### src/rtl/pio_bank_ctrl.sv
// rtl/pio_bank_ctrl.sv - banked PIO controller with per-bank direction turnaround sequencing
// Optional per-bit edge interrupts are built when PIO_EDGE_IRQ_EN is defined.
module pio_bank_ctrl #(
    parameter int NUM_BANKS   = 6,
    parameter int BANK_WIDTH  = 8,
    parameter int TURN_CYCLES = 4
) (
    input  logic                            SYS_CLK,
    input  logic                            SYS_RST_N,
    input  logic                            REG_WR,
    input  logic                            REG_RD,
    input  logic [5:0]                      REG_ADDR,
    input  logic [31:0]                     REG_WDATA,
    output logic [31:0]                     REG_RDATA,
    output logic                            REG_RVALID,
    input  logic [NUM_BANKS*BANK_WIDTH-1:0] PIO_IN,
    output logic [NUM_BANKS*BANK_WIDTH-1:0] PIO_OUT,
    output logic [NUM_BANKS-1:0]            PIO_DIR,
    output logic [NUM_BANKS-1:0]            PIO_OE_B,
    output logic                            PIO_IRQ
);
    localparam int PW = NUM_BANKS * BANK_WIDTH;
    localparam int CW = (TURN_CYCLES > 1) ? $clog2(TURN_CYCLES) : 1;
    localparam logic [CW-1:0] CNT_LAST = CW'(TURN_CYCLES - 1);

    localparam logic [1:0] REG_DATA_OUT = 2'd0;
    localparam logic [1:0] REG_DATA_IN  = 2'd1;
    localparam logic [1:0] REG_DIR      = 2'd2;
    localparam logic [1:0] REG_IRQ      = 2'd3;

    typedef enum logic [1:0] {SEQ_IDLE, SEQ_OFF1, SEQ_SWAP, SEQ_OFF2} seq_state_e;

    logic [3:0] addr_bank;
    logic [1:0] addr_reg;
    assign addr_bank = REG_ADDR[5:2];
    assign addr_reg  = REG_ADDR[1:0];

    logic [PW-1:0]        sync1_q, sync2_q;
    logic [PW-1:0]        data_out_q, data_out_d;
    logic [NUM_BANKS-1:0] target_q, target_d;
    logic [NUM_BANKS-1:0] dir_q, dir_d;
    logic [NUM_BANKS-1:0] oe_b_q, oe_b_d;
    seq_state_e           state_q [NUM_BANKS];
    seq_state_e           state_d [NUM_BANKS];
    logic [CW-1:0]        cnt_q [NUM_BANKS];
    logic [CW-1:0]        cnt_d [NUM_BANKS];
    logic [31:0]          rdata_q, rdata_d;
    logic                 rvalid_q;
    logic [PW-1:0]        irq_status;

    logic unused_wdata;
    assign unused_wdata = ^REG_WDATA;

    always_comb begin
        data_out_d = data_out_q;
        target_d   = target_q;
        dir_d      = dir_q;
        oe_b_d     = oe_b_q;
        state_d    = state_q;
        cnt_d      = cnt_q;
        rdata_d    = '0;
        for (int b = 0; b < NUM_BANKS; b++) begin
            if (addr_bank == 4'(b)) begin
                if (REG_WR && addr_reg == REG_DATA_OUT)
                    data_out_d[b*BANK_WIDTH +: BANK_WIDTH] = REG_WDATA[BANK_WIDTH-1:0];
                if (REG_WR && addr_reg == REG_DIR)
                    target_d[b] = REG_WDATA[0];
                if (REG_RD) begin
                    case (addr_reg)
                        REG_DATA_OUT: rdata_d = 32'(data_out_q[b*BANK_WIDTH +: BANK_WIDTH]);
                        REG_DATA_IN:  rdata_d = 32'(sync2_q[b*BANK_WIDTH +: BANK_WIDTH]);
                        REG_DIR:      rdata_d = {30'd0, oe_b_q[b], target_q[b]};
                        default:      rdata_d = 32'(irq_status[b*BANK_WIDTH +: BANK_WIDTH]);
                    endcase
                end
            end

            // A sequence only ever flips the direction; later target changes are caught on the way out.
            case (state_q[b])
                SEQ_IDLE: begin
                    if (target_d[b] != dir_q[b]) begin
                        state_d[b] = SEQ_OFF1;
                        cnt_d[b]   = '0;
                    end
                end
                SEQ_OFF1: begin
                    if (cnt_q[b] == CNT_LAST) begin
                        state_d[b] = SEQ_SWAP;
                        dir_d[b]   = ~dir_q[b];
                    end else begin
                        cnt_d[b] = cnt_q[b] + 1'b1;
                    end
                end
                SEQ_SWAP: begin
                    state_d[b] = SEQ_OFF2;
                    cnt_d[b]   = '0;
                end
                default: begin
                    if (cnt_q[b] == CNT_LAST)
                        state_d[b] = SEQ_IDLE;
                    else
                        cnt_d[b] = cnt_q[b] + 1'b1;
                end
            endcase
            // Keeping OE off while target and direction disagree holds the bank dark across a re-run.
            oe_b_d[b] = (state_d[b] != SEQ_IDLE) || (target_d[b] != dir_d[b]);
        end
    end

    always_ff @(posedge SYS_CLK) begin
        if (!SYS_RST_N) begin
            sync1_q    <= '0;
            sync2_q    <= '0;
            data_out_q <= '0;
            target_q   <= '0;
            dir_q      <= '0;
            oe_b_q     <= '0;
            state_q    <= '{default: SEQ_IDLE};
            cnt_q      <= '{default: '0};
            rdata_q    <= '0;
            rvalid_q   <= 1'b0;
        end else begin
            sync1_q    <= PIO_IN;
            sync2_q    <= sync1_q;
            data_out_q <= data_out_d;
            target_q   <= target_d;
            dir_q      <= dir_d;
            oe_b_q     <= oe_b_d;
            state_q    <= state_d;
            cnt_q      <= cnt_d;
            rdata_q    <= rdata_d;
            rvalid_q   <= REG_RD;
        end
    end

`ifdef PIO_EDGE_IRQ_EN
    logic [PW-1:0] sync3_q;
    logic [PW-1:0] mask_q, mask_d;
    logic [PW-1:0] status_q, status_d;
    logic          irq_q, irq_d;

    always_comb begin
        mask_d   = mask_q;
        status_d = status_q;
        for (int b = 0; b < NUM_BANKS; b++) begin
            if (REG_WR && addr_reg == REG_IRQ && addr_bank == 4'(b)) begin
                if (REG_WDATA[31])
                    mask_d[b*BANK_WIDTH +: BANK_WIDTH] = REG_WDATA[BANK_WIDTH-1:0];
                else
                    status_d[b*BANK_WIDTH +: BANK_WIDTH] =
                        status_q[b*BANK_WIDTH +: BANK_WIDTH] & ~REG_WDATA[BANK_WIDTH-1:0];
            end
            // Applied after the clear so a coincident edge wins.
            if (!dir_q[b])
                status_d[b*BANK_WIDTH +: BANK_WIDTH] = status_d[b*BANK_WIDTH +: BANK_WIDTH] |
                    (sync2_q[b*BANK_WIDTH +: BANK_WIDTH] & ~sync3_q[b*BANK_WIDTH +: BANK_WIDTH]);
        end
        irq_d = |(status_q & mask_q);
    end

    always_ff @(posedge SYS_CLK) begin
        if (!SYS_RST_N) begin
            sync3_q  <= '0;
            mask_q   <= '0;
            status_q <= '0;
            irq_q    <= 1'b0;
        end else begin
            sync3_q  <= sync2_q;
            mask_q   <= mask_d;
            status_q <= status_d;
            irq_q    <= irq_d;
        end
    end

    assign irq_status = status_q;
    assign PIO_IRQ    = irq_q;
`else
    assign irq_status = '0;
    assign PIO_IRQ    = 1'b0;
`endif

    assign PIO_OUT    = data_out_q;
    assign PIO_DIR    = dir_q;
    assign PIO_OE_B   = oe_b_q;
    assign REG_RDATA  = rdata_q;
    assign REG_RVALID = rvalid_q;

endmodule
### config.mk
export PLATFORM = sky130hd
export DESIGN_NAME = pio_bank_ctrl
export DESIGN_NICKNAME = d
export VERILOG_FILES = /design/src/rtl/pio_bank_ctrl.sv
export SDC_FILE = /design/constraint.sdc
export NUM_CORES = 1
export LEC_CHECK = 0
export CAP_MARGIN = 10
export CORE_UTILIZATION = 38
export CTS_CLUSTER_DIAMETER = 200
export DETAILED_ROUTE_END_ITERATION = 6
export PLACE_DENSITY_LB_ADDON = 0.15
export SYNTH_ARGS = -nofsm -noshare
export SYNTH_HDL_FRONTEND = slang
export SYNTH_SLANG_ARGS = --single-unit
### constraint.sdc
create_clock -name SYS_CLK -period 1.7 [get_ports SYS_CLK]
set_input_delay 0.425 -clock SYS_CLK [delete_from_list [all_inputs] [get_ports SYS_CLK]]
set_output_delay 0.425 -clock SYS_CLK [all_outputs]
set_load 0.01 [all_outputs]
==> impl_metrics.yaml <==
synthesis:
  syn_inst: 812
  yosys-top-cells-count: "dfxtp_1 (195), and2_1 (109), mux2i_1 (70), nor2b_1 (56), nand2_1 (46)"
  synth_area_leader_cell: "dfxtp_1"
  synth.area.top_cells: "dfxtp_1 (48%), mux2i_1 (8.6%), and2_1 (8.4%)"
  synth_ff_type: "dfxtp_1"
  synth-seq-area-share_pct: 48.1
  async_flop_share_pct: 0
  ys_ff_latch: 195
  yosys.area.top_type_share_pct: 48.1
  yosysMostFrequentCell: "dfxtp_1"
  synthDistinctLibCells: 60
  avgSynthCellArea_um2: 9.99
  synth_edf_count: 0
  yosys_warnings: 0
  syn-cell-area_um2: 8110
final_layout:
  diodes: 0
  stdcell_count: 1274
  area_growth_pct: 33.4
  drive_gt1_share_pct: 15.4
  num-nets-final: 1082
worst_setup_path:
  cp_max_fo: 19
  slowest_delay_ns: 0.45
  reg2reg_depth: 5
  crit_start: "REG_WDATA[0]"
  r2r_start: "PIO_DIR[0]$_SDFF_PN0_"
  r2r_slack_ns: 0.36
  worstSetupPathType: "input port to flip-flop"
  crit_path_end: "cnt_q[10]$_SDFFE_PN0P_"
  crit_path_top_delay_cell: "clkdlybuf4s50_1"
  cp_cell_sequence: "clkdlybuf4s50_1, buf_12, nor2b_1, o2111a_1, nor4_4, o21ai_0, a21boi_1"
  cp_data_required_time_ns: 2.06
  start_kind: "input port"
  reg2reg_to: "cnt_q[10]$_SDFFE_PN0P_"
  worstPathArrival_ns: 2.00
  cp-end-kind: "flip-flop"
power:
  clockPowerShare_pct: 43.8
  power_frac_seq_pct: 48.4
  powerDensity_nw_per_um2: 902
  p_switching_w: 0.00235
  combPwrFrac_pct: 7.8
  switching_share_pct: 24.0
  p_leak_nw: 4.79
  vdd_drop_max_mv: 0.609
  p_int_w: 0.00741
detailed_routing:
  wirelength_um: 19900
  drtIter0Drc: 262
  route.antenna.remaining_nets: 0
  via_count: 6016
  vias_per_cell: 4.72
  route.detailed.drc: 0
  wl_per_cell_um: 15.6
  firstDrtPassIters: 4
clocking:
  insertion_delay_ns: 0.43
  clk_path_buf_depth: 2
  cts.sinks: 195
  cts_buffers: 17
  cts-root-buf: "clkbuf_16"
  cts-htree-levels: 4
  cts_tree: "yes"
  clkTransAtPathRegs_ns: 0.08
sta:
  setup_viol: 0
  period_needed_ns: 1.64
  fin_skew_ns: 0.0107
  hold_violations: 0
  fin_crit_sh_pct: 96.4
  drv_slew: 0
  fmax_mhz: 610
  setup_ws_ns: 0.0617
global_routing:
  grt_max_degree: 61
  track_usage_pct: 18.8
  grt_pass1_wl_um: 31600
  grt.overflow.total: 0
  antenna_found_initial: 0
  grt_pass1_vias: 5697
place:
  dp_hpwl_um: 14500
  dp_cells: 1241
  pre_cts_slack_ns: -0.584
  portBuffers: 134
  place.gp.congestion: 0.782
outcome:
  status: "finished clean"
floorplan:
  die_area_um2: 21900
  fp.coreArea_um2: 21000
  die_h_um: 148
  initial_core_util_pct: 38.7
  die_w_um: 148
  num_rows: 53
  ios: 184
worst_hold_path:
  hold_path.class: "input port to flip-flop"
job:
  cap_violations: 0
-- placed cells by master (no fill, tap or decap), types with 25 or more instances in the layout --
master,instances
dfxtp_1,185
and2_1,109
dlygate4sd2_1,72
mux2i_1,70
clkdlybuf4s50_1,58
buf_4,57
nor2b_1,56
nand2_1,46
a21boi_0,29
o21ai_0,25
conb_1,25
-- worst max-delay path, delay by kind of cell --
| kind | cells | cell delay (ns) |
|---|---|---|
| compound gates | 3 | 0.54 |
| buf+inv | 2 | 0.62 |
| simple gates | 2 | 0.41 |
-- kinds of logic after synthesis --
logic type | after synthesis | share of synthesized area (%)
other | 1 | 0.0462
buffers and inverters | 74 | 5.27
XOR/XNOR | 6 | 0.648
adder cells (fa/ha/maj) | 6 | 0.925
AO/OA/AOI/OAI | 128 | 11.2
AND/OR/NAND/NOR | 319 | 23.3
flip-flops | 195 | 48.1
multiplexers | 83 | 10.4
-- cell type report --
type,count,area (um^2)
clock buffers,18,439
clock inverters,14,210
fillers,2051,10100
multi-input cells,567,3950
flip-flops and latches,195,3920
well taps,275,344
repair buffers,205,1960
-- stage by stage --
step                setup TNS, ns  hold slack (ns)  utilization (%)  cell area, um^2  power (W)
floorplan                       0            0.406                -             8200    0.00523
global placement           -34.12            0.414             48.5            10200    0.00560
detailed placement         -34.82            0.415             48.5            10200    0.00560
CTS                             0            0.389             51.4            10800    0.00988
finish                          0            0.409             51.6            10800    0.00976
global route             -0.00662            0.411             51.6            10800     0.0101
-- registers in the layout, summed over array words and instances, names as in the netlist --
signal and flops:
state_q 12, target_q 6, REG_RVALID 1, sync1_q 48
REG_RDATA 8, sync2_q 48, cnt_q 12, PIO_OE_B 6
PIO_OUT 48, PIO_DIR 6
-- worst min path at each step --
stage | from | endpoint | depth (start not counted)
after floorplan | sync1_q[19]$_SDFF_PN0_ | sync2_q[19]$_SDFF_PN0_ | 1
after global placement | sync1_q[3]$_SDFF_PN0_ | sync2_q[3]$_SDFF_PN0_ | 1
after detailed placement | sync1_q[19]$_SDFF_PN0_ | sync2_q[19]$_SDFF_PN0_ | 1
after CTS | SYS_RST_N | state_q[0]$_SDFF_PN0_ | 3
after global routing | SYS_RST_N | state_q[0]$_SDFF_PN0_ | 3
final | SYS_RST_N | state_q[0]$_SDFF_PN0_ | 3
-- layer usage --
layer,wire (um),GRT usage (%),up-vias
met3,955,4.51,6
li1,-,-,3081
met2,9390,29.8,133
met1,9400,25.5,2796
met5,0,0,-
met4,175,5.21,0
-- power by group through the flow --
stage / clock (W) / sequential [W] / combinational [W]
2_1_floorplan: 0 / 0.00482 / 0.000411
3_3_place_gp: 0 / 0.00483 / 0.000764
3_5_place_dp: 0 / 0.00483 / 0.000765
4_1_cts: 0.00439 / 0.00472 / 0.000762
5_1_grt: 0.00458 / 0.00474 / 0.000828
6_report: 0.00427 / 0.00472 / 0.000762
-- timing repair --
action | CTS | global route
hold buffers | 0 | 0
pin swaps | 4 | 5
setup endpoints to repair | 101 | 9
resized for setup | 91 | 11
buffers inserted | 0 | 1
No activity file was read; power rests on OpenSTA's default activity.
==> edit, RTL diff (same settings) <==
`TURN_CYCLES`: 4 -> 8.
--- a/src/rtl/pio_bank_ctrl.sv
+++ b/src/rtl/pio_bank_ctrl.sv
@@ -3,7 +3,7 @@
 module pio_bank_ctrl #(
     parameter int NUM_BANKS   = 6,
     parameter int BANK_WIDTH  = 8,
-    parameter int TURN_CYCLES = 4
+    parameter int TURN_CYCLES = 8
 ) (
     input  logic                            SYS_CLK,
     input  logic                            SYS_RST_N,
Behaviour: not the same (a bounded check fails within 10 cycles, from zero or initial values and one cycle with SYS_RST_N low).
==> edit against the unedited design <==
Register-to-register slack worse by 80 ps; power up 8.8%; sequential share of layout area down 0.40 points; area after synthesis up 3.7%; die area up 3.7%; critical path depth up 1; non-clock buffer count up 14; worst setup slack worse by 8.5 ps; wire length up 10%; design area up 4.2%; sequential power up 3%; cell count up 6.7%; sequential cell count up 6; first-iteration DRC count up 22%.
==> edit: results (changes against the unedited design) <==
metric;value;unit;change
run_status;complete, no violations;;
globalplace.congestion;0.838;;+7.1%
final_nets;1164;;+7.6%
drive_gt1_share;15.4;%;-0.031 points
startpoint;REG_ADDR[3];;
rr_endpoint;REG_RDATA[4]$_SDFF_PN0_;;
insertion_delay;510;ps;+80 ps
hold_slack;364;ps;-44.9 ps
globalRouteTotalUtil;19.6;%;+0.83 points
grt_max_degree;59;;-3.3%
antenna_found_initial;0;;unchanged
root_buffer;clkbuf_16;;
hold_buffers;0;;unchanged
drtPass1Iterations;5;;+1
synth_top_cells_by_area;dfxtp_1 48%, and2_1 8.2%, mux2i_1 6.9%, a21boi_1 4.1%, nor2b_1 3.8%;;
r2r_start;PIO_OUT[4]$_SDFFE_PN0P_;;
diodes;0;;unchanged
rrSetupSlack;280;ps;-80 ps
place_hpwl;16100;um;+11%
dp_cells;1315;;+6.0%
htreeDepth;1;;-3
yosysWarningCount;0;;unchanged
reg2regPathDepth;6;;+1
finClkSkew;11.5;ps;+0.796 ps
portBuffers;134;;unchanged
holdPathStages;2;;-1
min_to;REG_RDATA[4]$_SDFF_PN0_;;
vias;6572;;+9.2%
p_leak;4.90;nW;+2.3%
numCtsBuffers;23;;+6
fin_cells;1359;;+6.7%
worstPathMaxFanout;14;;-5
fill_cells;2096;;+2.2%
cts.clk_slew.worst_paths;60;ps;-20 ps
ctsLongestPathBuffers;3;;+1
drt-total-wl;22000;um;+10%
worstHoldStart;SYS_RST_N;;
ys_types;55;;-8.3%
synthCells;869;;+7.0%
fin_ws;53.2;ps;-8.50 ps
grt_pass1_wl;34500;um;+9.4%
arrival;2110;ps;+110 ps
synthTopCellsByCount;201 x dfxtp_1, 110 x and2_1, 67 x nand2_1, 58 x mux2i_1, 51 x nor2b_1;;
path_class;in -> reg;;
grt_pass1_vias;6174;;+8.4%
ys_seq_area_share;47.8;%;-0.29 points
place_ws;-650;ps;-65.2 ps
async_flop_share;0;%;unchanged
p_sw;2.38;mW;+1.5%
placed_area;0.0105;sq mm;+3.2%
ir_worst_vdd;0.569;mV;-6.6%
drt_iter0_drc;320;;+22%
hp-class;in -> reg;;
[edit: cells by family after synthesis]
| group | count (synthesis) | share of synthesized area [%] |
|---|---|---|
| xor+xnor | 6 | 0.625 |
| buf+inv | 77 | 4.92 |
| flops | 201 | 47.8 |
| other cells | 1 | 0.0446 |
| mux | 65 | 7.97 |
| fa+ha+maj | 12 | 1.78 |
| compound gates | 165 | 13.8 |
| simple gates | 342 | 23.0 |
[edit: worst max-delay path, stage by stage]
cell             delay (ps)
clkdlybuf4s50_1         480
buf_4                   150
nor2b_1                 210
buf_4                   230
a21oi_1                  60
nor3_1                  210
buf_4                   170
o221a_1                 160
[edit: power by group through the flow]
| stage | combinational (mW) | clock (mW) | sequential (mW) |
|---|---|---|---|
| floorplan | 0.424 | 0 | 4.96 |
| global placement | 0.766 | 0 | 4.98 |
| detailed placement | 0.766 | 0 | 4.98 |
| CTS | 0.764 | 5.10 | 4.87 |
| global route | 0.840 | 5.28 | 4.88 |
| finish | 0.769 | 4.97 | 4.87 |
[edit: repair_timing]
action                                  in CTS  in global routing
pin swaps                                    3                  7
endpoints found under the setup margin     105                 27
gates resized for setup                     88                 13
buffers inserted                             1                  1
[edit: metal layers]
| layer | vias up | part of all wire, % | global-route usage (%) |
|---|---|---|---|
| met5 | - | 0 | 0 |
| met4 | 0 | 1.6 | 4.50 |
| met3 | 27 | 5.7 | 3.43 |
| met2 | 172 | 45 | 30.6 |
| met1 | 3025 | 48 | 28.1 |
| li1 | 3348 | - | - |
[edit: cell type report]
class	count	area [sq um]	share of cell area [%]
clock buffers	33	653	5.79
clock inverters	9	121	1.08
inverters	2	7.51	0.0666
multi-input cells	615	4150	36.8
flip-flops and latches	201	4040	35.8
well taps	280	350	3.11
repair buffers	219	1960	17.4
